[src/rtl/weight_sequencer.sv]
// rtl/weight_sequencer.sv - sequences buffered bytes through an external Hamming-weight counter
//
// Ports:
//   clk, reset            clock (rising edge), asynchronous active-low reset
//   in_valid/in_data      upstream byte offer; in_ready high while the 4-entry FIFO has room
//   cnt_load/cnt_load_data load strobe and byte for the downstream counter
//   cnt_enable            counter run enable
//   cnt_count/cnt_done    counter result and level done flag
//   out_valid/out_ready   result handshake; out_byte/out_weight hold the result
//   clr                   synchronous clear of total
//   total                 running sum of captured weights (wraps at 4096)
//   busy                  high whenever the sequencer is not idle
module weight_sequencer (
  input  logic        clk,
  input  logic        reset,
  input  logic        in_valid,
  input  logic [7:0]  in_data,
  output logic        in_ready,
  output logic        cnt_load,
  output logic [7:0]  cnt_load_data,
  output logic        cnt_enable,
  input  logic [3:0]  cnt_count,
  input  logic        cnt_done,
  output logic        out_valid,
  input  logic        out_ready,
  output logic [7:0]  out_byte,
  output logic [3:0]  out_weight,
  input  logic        clr,
  output logic [11:0] total,
  output logic        busy
);

  typedef enum logic [2:0] {IDLE, LOAD, RUN, HOLD, RELEASE} state_t;

  state_t     state;
  logic [7:0] fifo_mem [4];
  logic [1:0] wr_ptr;
  logic [1:0] rd_ptr;
  logic [2:0] occ;
  logic [7:0] byte_reg;

  logic       push;
  logic       pop;
  logic       not_empty;
  logic       slot_free;
  logic       capture;
  logic [7:0] head;

  assign in_ready  = ~occ[2];
  assign push      = in_valid & in_ready;
  assign pop       = (state == LOAD);
  assign not_empty = (occ != 3'd0);
  assign head      = fifo_mem[rd_ptr];
  // The output register can take new data if empty or being drained this cycle.
  assign slot_free = ~out_valid | out_ready;
  assign capture   = ((state == RUN) & cnt_done & slot_free) | ((state == HOLD) & slot_free);

  // FIFO storage needs no reset: occupancy alone decides what is valid.
  always_ff @(posedge clk) begin
    if (push) fifo_mem[wr_ptr] <= in_data;
  end

  always_ff @(posedge clk or negedge reset) begin
    if (!reset) begin
      wr_ptr <= 2'd0;
      rd_ptr <= 2'd0;
      occ    <= 3'd0;
    end else begin
      if (push) wr_ptr <= wr_ptr + 2'd1;
      if (pop)  rd_ptr <= rd_ptr + 2'd1;
      case ({push, pop})
        2'b10:   occ <= occ + 3'd1;
        2'b01:   occ <= occ - 3'd1;
        default: occ <= occ;
      endcase
    end
  end

  // Counter-facing outputs are registered with the state, so each transition
  // also sets the strobes the destination state presents.
  always_ff @(posedge clk or negedge reset) begin
    if (!reset) begin
      state         <= IDLE;
      cnt_load      <= 1'b0;
      cnt_load_data <= 8'h00;
      cnt_enable    <= 1'b0;
      busy          <= 1'b0;
      byte_reg      <= 8'h00;
    end else begin
      case (state)
        IDLE: begin
          if (not_empty) begin
            state         <= LOAD;
            cnt_load      <= 1'b1;
            cnt_load_data <= head;
            busy          <= 1'b1;
          end
        end
        LOAD: begin
          byte_reg      <= head;
          state         <= RUN;
          cnt_load      <= 1'b0;
          cnt_load_data <= 8'h00;
          cnt_enable    <= 1'b1;
        end
        RUN: begin
          if (cnt_done) begin
            cnt_enable <= 1'b0;
            if (slot_free) begin
              state    <= RELEASE;
              cnt_load <= 1'b1;
            end else begin
              state <= HOLD;
            end
          end
        end
        HOLD: begin
          if (slot_free) begin
            state    <= RELEASE;
            cnt_load <= 1'b1;
          end
        end
        RELEASE: begin
          // Loading 8'h00 clears the counter's done flag before the next byte.
          if (not_empty) begin
            state         <= LOAD;
            cnt_load      <= 1'b1;
            cnt_load_data <= head;
          end else begin
            state    <= IDLE;
            cnt_load <= 1'b0;
            busy     <= 1'b0;
          end
        end
        default: begin
          state         <= IDLE;
          cnt_load      <= 1'b0;
          cnt_load_data <= 8'h00;
          cnt_enable    <= 1'b0;
          busy          <= 1'b0;
        end
      endcase
    end
  end

  always_ff @(posedge clk or negedge reset) begin
    if (!reset) begin
      out_valid  <= 1'b0;
      out_byte   <= 8'h00;
      out_weight <= 4'h0;
      total      <= 12'h000;
    end else begin
      if (capture) begin
        out_valid  <= 1'b1;
        out_byte   <= byte_reg;
        out_weight <= cnt_count;
      end else if (out_ready) begin
        out_valid <= 1'b0;
      end

      // A clear coinciding with a capture keeps that capture's weight.
      if (clr)
        total <= capture ? {8'h00, cnt_count} : 12'h000;
      else if (capture)
        total <= total + {8'h00, cnt_count};
    end
  end

endmodule

[config.mk]
export PLATFORM = sky130hd
export DESIGN_NAME = weight_sequencer
export DESIGN_NICKNAME = d
export VERILOG_FILES = /design/src/rtl/weight_sequencer.sv
export SDC_FILE = /design/constraint.sdc
export NUM_CORES = 1
export LEC_CHECK = 0
export BUFFER_PORTS_ARGS = -buffer_cell sky130_fd_sc_hd__buf_4
export CORE_UTILIZATION = 60
export CTS_CLUSTER_SIZE = 8
export DETAILED_ROUTE_END_ITERATION = 10
export GPL_ROUTABILITY_DRIVEN = 0
export PLACE_DENSITY = 0.83
export SLEW_MARGIN = 20
export SYNTH_ARGS = -nofsm -noshare
export SYNTH_HDL_FRONTEND = slang
export SYNTH_SLANG_ARGS = --single-unit
[constraint.sdc]
create_clock -name clk -period 4.6 [get_ports clk]
set_input_delay 0.23 -clock clk [delete_from_list [all_inputs] [get_ports clk]]
set_output_delay 0.23 -clock clk [all_outputs]
set_load 0.01 [all_outputs]
==> results of run 1 <==
[per-layer routing]
metal | up-vias | wire [µm]
met5 | - | 0
met4 | 0 | 151
met3 | 12 | 234
met2 | 56 | 3440
met1 | 1149 | 3050
li1 | 1114 | -
[synth_stat cells (all sizes together), types with 2 or more instances]
cell / instances / area share
buf: 5 / 0.0058
nand3: 6 / 0.0082
a22o: 9 / 0.022
xnor2: 5 / 0.012
mux2i: 3 / 0.0082
nor2: 10 / 0.010
o21ai: 13 / 0.018
a22oi: 2 / 0.0041
nand2b: 4 / 0.0068
nor3: 3 / 0.0041
edfxtp: 32 / 0.26
mux2: 11 / 0.034
o31ai: 4 / 0.0082
and2: 5 / 0.0086
fa: 2 / 0.011
nand2: 41 / 0.042
nor4: 3 / 0.0051
or4: 4 / 0.0082
ha: 9 / 0.031
mux4: 8 / 0.049
dfrtp: 54 / 0.37
a211o: 2 / 0.0048
or3: 3 / 0.0051
inv: 16 / 0.016
clkbuf: 5 / 0.0051
xor2: 2 / 0.0048
a21oi: 9 / 0.012
nor2b: 5 / 0.0086
[power breakdown]
| group | switching [mW] | internal [mW] | leakage (nW) |
|---|---|---|---|
| sequential | 0.186 | 1.03 | 0.969 |
| clock | 0.306 | 0.215 | 0.102 |
| combinational | 0.507 | 0.487 | 0.820 |
| total | 0.999 | 1.74 | 1.89 |
[area by class of cell]
type	count	area, µm²	share of cell area
clock buffer	9	124	0.0287
clock inverter	7	71.3	0.0165
inverter	17	63.8	0.0148
multi-input combinational	169	1240	0.287
sequential	86	2310	0.535
tap	75	93.8	0.0217
timing repair buffer	55	415	0.0961
[stage by stage]
| step | total power [mW] | util | instance area [µm²] |
|---|---|---|---|
| floorplan | 1.84 | - | 3650 |
| global placement | 2.16 | 0.699 | 4110 |
| detailed placement | 2.23 | 0.699 | 4110 |
| CTS | 2.75 | 0.734 | 4320 |
| global route | 2.90 | 0.734 | 4320 |
| finish | 2.73 | 0.734 | 4320 |
[critical path: stages, from the launching register on]
cell and delay, ns:
dfrtp_1 0.44, nand2b_1 0.19, nor2_1 0.71, ha_1 0.33
inv_1 0.07, fa_1 0.37, xor2_1 0.15, nor2_1 0.11
xnor2_1 0.12
[cell families (layout without fill, tap and decap cells)]
logic type	count (synthesis)	in the layout	synth area share
AO/OA/AOI/OAI	42	42	0.0753
XOR/XNOR	7	7	0.0168
adder cells (fa/ha/maj)	12	12	0.0445
buffers and inverters	27	88	0.0284
flip-flops	86	86	0.633
multiplexers	22	22	0.0914
AND/OR/NAND/NOR	86	86	0.111
[cell usage in the layout (no fill, tap or decap), drive strengths merged, types with 2 or more instances in the layout]
| cell type | n |
|---|---|
| buf | 54 |
| nor2 | 10 |
| fa | 2 |
| mux4 | 8 |
| and2 | 5 |
| a22oi | 2 |
| clkbuf | 9 |
| mux2 | 11 |
| a22o | 9 |
| o21ai | 13 |
| nor4 | 3 |
| ha | 9 |
| or3 | 3 |
| inv | 21 |
| nand2 | 41 |
| o31ai | 4 |
| a21oi | 9 |
| nor3 | 3 |
| dfrtp | 54 |
| xnor2 | 5 |
| nand3 | 6 |
| or4 | 4 |
| edfxtp | 32 |
| mux2i | 3 |
| nor2b | 5 |
| clkinv | 3 |
| nand2b | 4 |
| a211o | 2 |
| xor2 | 2 |
[repair_timing]
action,in CTS,in global routing
endpoints found under the hold margin,54,0
hold buffers,1,0
setup endpoints to repair,0,0
gates resized for setup,0,0
[worst max path at each step]
stage               slack, ns      to
floorplan                2.48  occ[2]
finish                   2.04  occ[2]
detailed placement       2.05  occ[2]
global route             1.87  occ[2]
global placement         2.15  occ[2]
CTS                      2.05  occ[2]
==> summary.txt, run 1 <==
Status
  – Run status: complete, no violations

Final layout
  – Biggest register: fifo_mem
  – Share of layout cells above drive strength 1: 0.265
  – Max reg flops: 32
  – Fillers: between 400 and 500
  – Area delta synth->final: 18.3%
  – # diodes: 0
  – Final Non-Filler Cells: roughly 420
  – Largest registers: fifo_mem (32), total (12)
  – Total Nets Final: around 370

Synthesis
  – Ys async rst share: 0.628
  – Avg Cell Area, Syn: approximately 13 µm²
  – Mapped Cells: 282
  – Top FF cell, synth: dfrtp_1
  – Sequential area share after synthesis: 0.633
  – Yosys cell types: 36
  – Mapped cell area: 3650 µm²
  – Post-synth EDFFs: 32
  – FF+latch count, synth: 86
  – Synth Net Count: 311
  – YS warnings: 0

Floorplanning
  – Die X: 80.0 µm
  – # rows: 28
  – Initial Utilization: 0.621
  – Core region area: 5890 µm²
  – Die footprint: 6410 µm²
  – Ports: 55
  – Die height: 80.0 µm

Critical path
  – FF-to-FF End: occ[2]
  – Worst Path Max Fanout: 11
  – WP data arrival: approximately 2.8 ns
  – CP startpoint kind: register
  – CP Launch Point: state[1]
  – Capturing element type of the critical path: register
  – Flop2flop setup slack: 2.04 ns
  – CP required: 4.88 ns
  – Critical R2R Launch: state[1]
  – Worst setup path class: reg -> reg
  – FF-to-FF path depth: 8

Detailed routing
  – Drt drc: 0
  – Drt pass-1 iters: 4
  – Via/cell ratio: ~5.6
  – Post-DRT Antenna Nets: 0
  – Drt wl/cell: 16.5 µm
  – Detailed Route Iter0 Violations: 148
  – Total Wirelength: around 6900 µm
  – Via count: about 2300

Clock network
  – Post-CTS setup buffer count: 0
  – Clk root buf: clkbuf_8
  – # clock sinks: between 80 and 90
  – Worst-path clk slew: 0.10 ns
  – CTS H-tree depth: 3
  – Clk_lat worst skew: 0.36 ns
  – TritonCTS Buffers: 9
  – TritonCTS clock tree: yes
  – Clock Tree Buf Depth: 2

Min path
  – Hold depth: 1
  – Hold Crit Start: in_data[6]
  – Worst Hold Class: in -> reg
  – Hold EP: fifo_mem[0][6]

STA
  – Clock Skew: approximately 0.012 ns
  – Final setup vio count: 0
  – Slew HR: 0.381
  – Peak Freq: just under 400 MHz
  – Post-route setup TNS: 0 ns
  – Final WS setup: 2.04 ns
  – Hold_ws: ~0.063 ns
  – RSZ-0062 raised after global routing: false
  – Slew at the pin closest to its max-slew limit: 0.926 ns
  – Final worst path period share: 0.556
  – Max-slew violations: 0
  – Crit path time final: 2.56 ns
  – Number of hold violations in the final report: 0

Place
  – Placed Instances: between 400 and 500
  – I/O Buffers: 54
  – HPWL after DPL: roughly 4800 µm
  – Place WS: about 2.0 ns

Global routing
  – Number of global-route vias before repair: ~2300
  – Global routing usage on met3: 0.0411
  – Initial antenna violation count: 0
  – Total gr overflow: 0
  – First-pass GRT wire length: 11000 µm
  – GRT Util Overall: 0.233
  – Met1 usage: 0.304
  – Layer with the highest usage: met2
  – Largest net degree at the start of global routing: 55
  – GR Util met2: 0.382

Flow run
  – Max-cap violations: 0

Power
  – Max IR drop VDD: ~360 µV
  – Leak: approximately 1.9 nW
  – Power Density: 633 nW/µm²
Note: power is estimated with default switching activity, not from simulation.
==> run 2: changes to the inputs <==
CORE_UTILIZATION = 56   (was 60)
PLACE_DENSITY = 0.79   (was 0.83)
clock period = 2.4 ns   (was 4.6 ns; I/O delays follow)
==> run 2 against run 1 <==
Against the previous run:
- sequential share of layout area shrank 1.4 points
- final area rose by 2.7%
- maximum frequency increased by 23%
- via count is 1.6% higher
- combinational power rose by 94%
- core utilization is 3.2 points lower
- sequential cell count unchanged
- worst setup slack got worse by 1.7 ns
- global-route usage shrank 2.2 points
- register-to-register slack got worse by 1.7 ns
- clock skew fell by 0.0048 ns
- critical path type unchanged
- largest power group unchanged
==> summary.txt, run 2 (synthesis results as in run 1) <==
Critical path
  – Worst-path cell chain: nand2b_1 > or4_1 > nor4_1 > mux2_2
  – CP top delay family: simple AND/OR/NAND/NOR gates
  – CP required: 2.65 ns (-2.23 ns)
  – Slowest Stage Delay on Critical Path: 0.62 ns (-0.09 ns)
  – WP data arrival: 2.34 ns (-0.50 ns)
  – Slowest stage cell, crit path: or4_1
  – WP buf/inv: 0 (-1)
  – Worst setup path class: reg -> reg
  – Worst Path Max Fanout: 9 (-2)
  – CP startpoint kind: register
  – Capturing element type of the critical path: register

Clock network
  – Clock Tree Buf Depth: 2 (unchanged)
  – CTS H-tree depth: 3 (unchanged)
  – Worst-path clk slew: 0.09 ns (about the same)
  – Clk_lat worst skew: 0.35 ns (about the same)
  – CTS resizes: 0 (unchanged)
  – Clk root buf: clkbuf_8
  – # clock sinks: 86 (unchanged)
  – TritonCTS Buffers: 9 (unchanged)
  – Post-CTS setup buffer count: 0 (unchanged)
  – Hold-fix buffers, CTS: 11 (+10)
  – TritonCTS clock tree: yes

STA
  – Hold_ws: 0.0194 ns (-0.0438 ns)
  – Final worst path period share: 0.870 (+0.313)
  – Post-route setup TNS: 0 ns (unchanged)
  – Peak Freq: 479 MHz (+23%)
  – RSZ-0062 raised after global routing: false
  – Max-slew violations: 0 (unchanged)
  – Final WS setup: 0.312 ns (-1.73 ns)
  – Clock Skew: 0.00737 ns (-0.00476 ns)
  – Number of hold violations in the final report: 0 (unchanged)
  – Crit path time final: 2.09 ns (-0.472 ns)
  – Final setup vio count: 0 (unchanged)
  – Slew at the pin closest to its max-slew limit: 0.678 ns (-0.248 ns)
  – Slew HR: 0.548 (+0.167)

Place
  – Place WS: 0.315 ns (-1.73 ns)
  – HPWL after DPL: 4670 µm (-2.3%)
  – Post-placement cell area: 4150 µm² (+0.79%)
  – I/O Buffers: 54 (unchanged)
  – Placed Instances: 407 (+1.5%)

Floorplanning
  – Die height: 82.8 µm (+3.4%)
  – Core region area: 6310 µm² (+7.3%)
  – Ports: 55 (unchanged)
  – Die footprint: 6850 µm² (+7.0%)
  – Initial Utilization: 0.579 (-0.0421)
  – # rows: 29 (+3.6%)
  – Die X: 82.8 µm (+3.4%)

Power
  – Combinational power share: 0.371 (+0.008)
  – Leak: 1.94 nW (+2.7%)
  – Reg power frac: 0.448 (+0.002)
  – Int Power: 3.35 mW (+93%)
  – Max IR drop VDD: 613 µV (+69%)
  – Final total power: 5.19 mW (+90%)
  – P_sw: 1.85 mW (+85%)
  – Power Density: 1170 nW/µm² (+85%)
  – Switching portion of total power: 0.355 (-0.00988)
  – Clock Power Share: 0.181 (-0.010)

Detailed routing
  – Post-DRT Antenna Nets: 0 (unchanged)
  – Drt wl/cell: 15.3 µm (-6.9%)
  – Detailed Route Iter0 Violations: 128 (-14%)
  – Via count: 2368 (+1.6%)
  – Via/cell ratio: 5.46 (-2.2%)
  – Total Wirelength: 6650 µm (-3.4%)
  – Drt drc: 0 (unchanged)
  – Drt pass-1 iters: 4 (unchanged)

Final layout
  – Final instance area: 4440 µm² (+2.7%)
  – Most frequent cells in the layout: buf_4, dfrtp_1, nand2_1
  – Fillers: 470 (+13%)
  – Max reg flops: 32 (unchanged)
  – Share of layout cells above drive strength 1: 0.266 (+0.000800)
  – # diodes: 0 (unchanged)
  – Most common cell after layout, fill and taps aside: buf_4
  – Area delta synth->final: 21.5%
  – Biggest register: fifo_mem
  – Layout Utilization: 0.703 (-0.0315)
  – Total Nets Final: 381 (+3.8%)
  – Largest registers: fifo_mem (32), total (12)
  – Final Non-Filler Cells: 434 (+3.8%)

Global routing
  – Number of global-route vias before repair: 2190 (-5.5%)
  – First-pass GRT wire length: 10300 µm (-5.8%)
  – Initial antenna violation count: 0 (unchanged)
  – Total gr overflow: 0 (unchanged)
  – Largest net degree at the start of global routing: 55 (unchanged)
  – GRT Util Overall: 0.211 (-0.0221)

Status
  – Run status: complete, no violations

Flow run
  – Max-cap violations: 0 (unchanged)

Min path
  – Worst Hold Class: in -> reg
==> run 2: cell count changes in the layout (fill, tap and decap cells not counted), sizes merged <==
cell	before	now
dlygate4sd3	1	11
buf	54	58
clkinv	3	2
clkinvlp	0	1
==> run 2: power groups by stage <==
| stage | sequential (mW) | combinational (mW) | clock (mW) |
|---|---|---|---|
| finish | 2.32 | 1.93 | 0.941 |
| global route | 2.39 | 2.15 | 1.02 |
| CTS | 2.33 | 1.95 | 0.961 |
| detailed placement | 2.36 | 1.93 | 0 |
| global placement | 2.33 | 1.85 | 0 |
| floorplan | 2.31 | 1.23 | 0 |
==> run 2: area by class of cell <==
| type | count | area (µm²) | area share |
|---|---|---|---|
| timing repair buffer | 69 | 546 | 0.123 |
| clock inverter | 7 | 53.8 | 0.0121 |
| sequential | 86 | 2310 | 0.521 |
| clock buffer | 9 | 124 | 0.0279 |
| tap | 77 | 96.3 | 0.0217 |
| inverter | 17 | 63.8 | 0.0144 |
| multi-input combinational | 169 | 1240 | 0.280 |
==> run 2: path summary, 6_finish.rpt <==
check | from | to | slack [ns] | cells past startpoint
max | state[2] | total[11] | 0.31 | 4
min | cnt_count[3] | out_weight[3] | 0.02 | 3
max reg2reg | state[2] | total[11] | 0.31 | 4
min reg2reg | byte_reg[0] | out_byte[0] | 0.47 | 2
max in group asynchronous | reset | cnt_load_data[5] | 1.61 | 2
min in group asynchronous | reset | total[7] | 0.33 | 2
==> run 2: worst reg2reg max path, delay by kind of cell, from the launching register on <==
family | cells | cell delay, ns
mux | 1 | 0.37
flops | 1 | 0.45
simple gates | 3 | 1.17
==> run 2: routing by layer <==
layer  vias to the layer above  part of all wire  GRT usage
li1                       1142                 -          -
met1                      1159              0.44      0.276
met2                        63              0.50      0.344
met3                         4             0.057     0.0514
met4                         0            0.0044     0.0759
met5                         -                 0          0
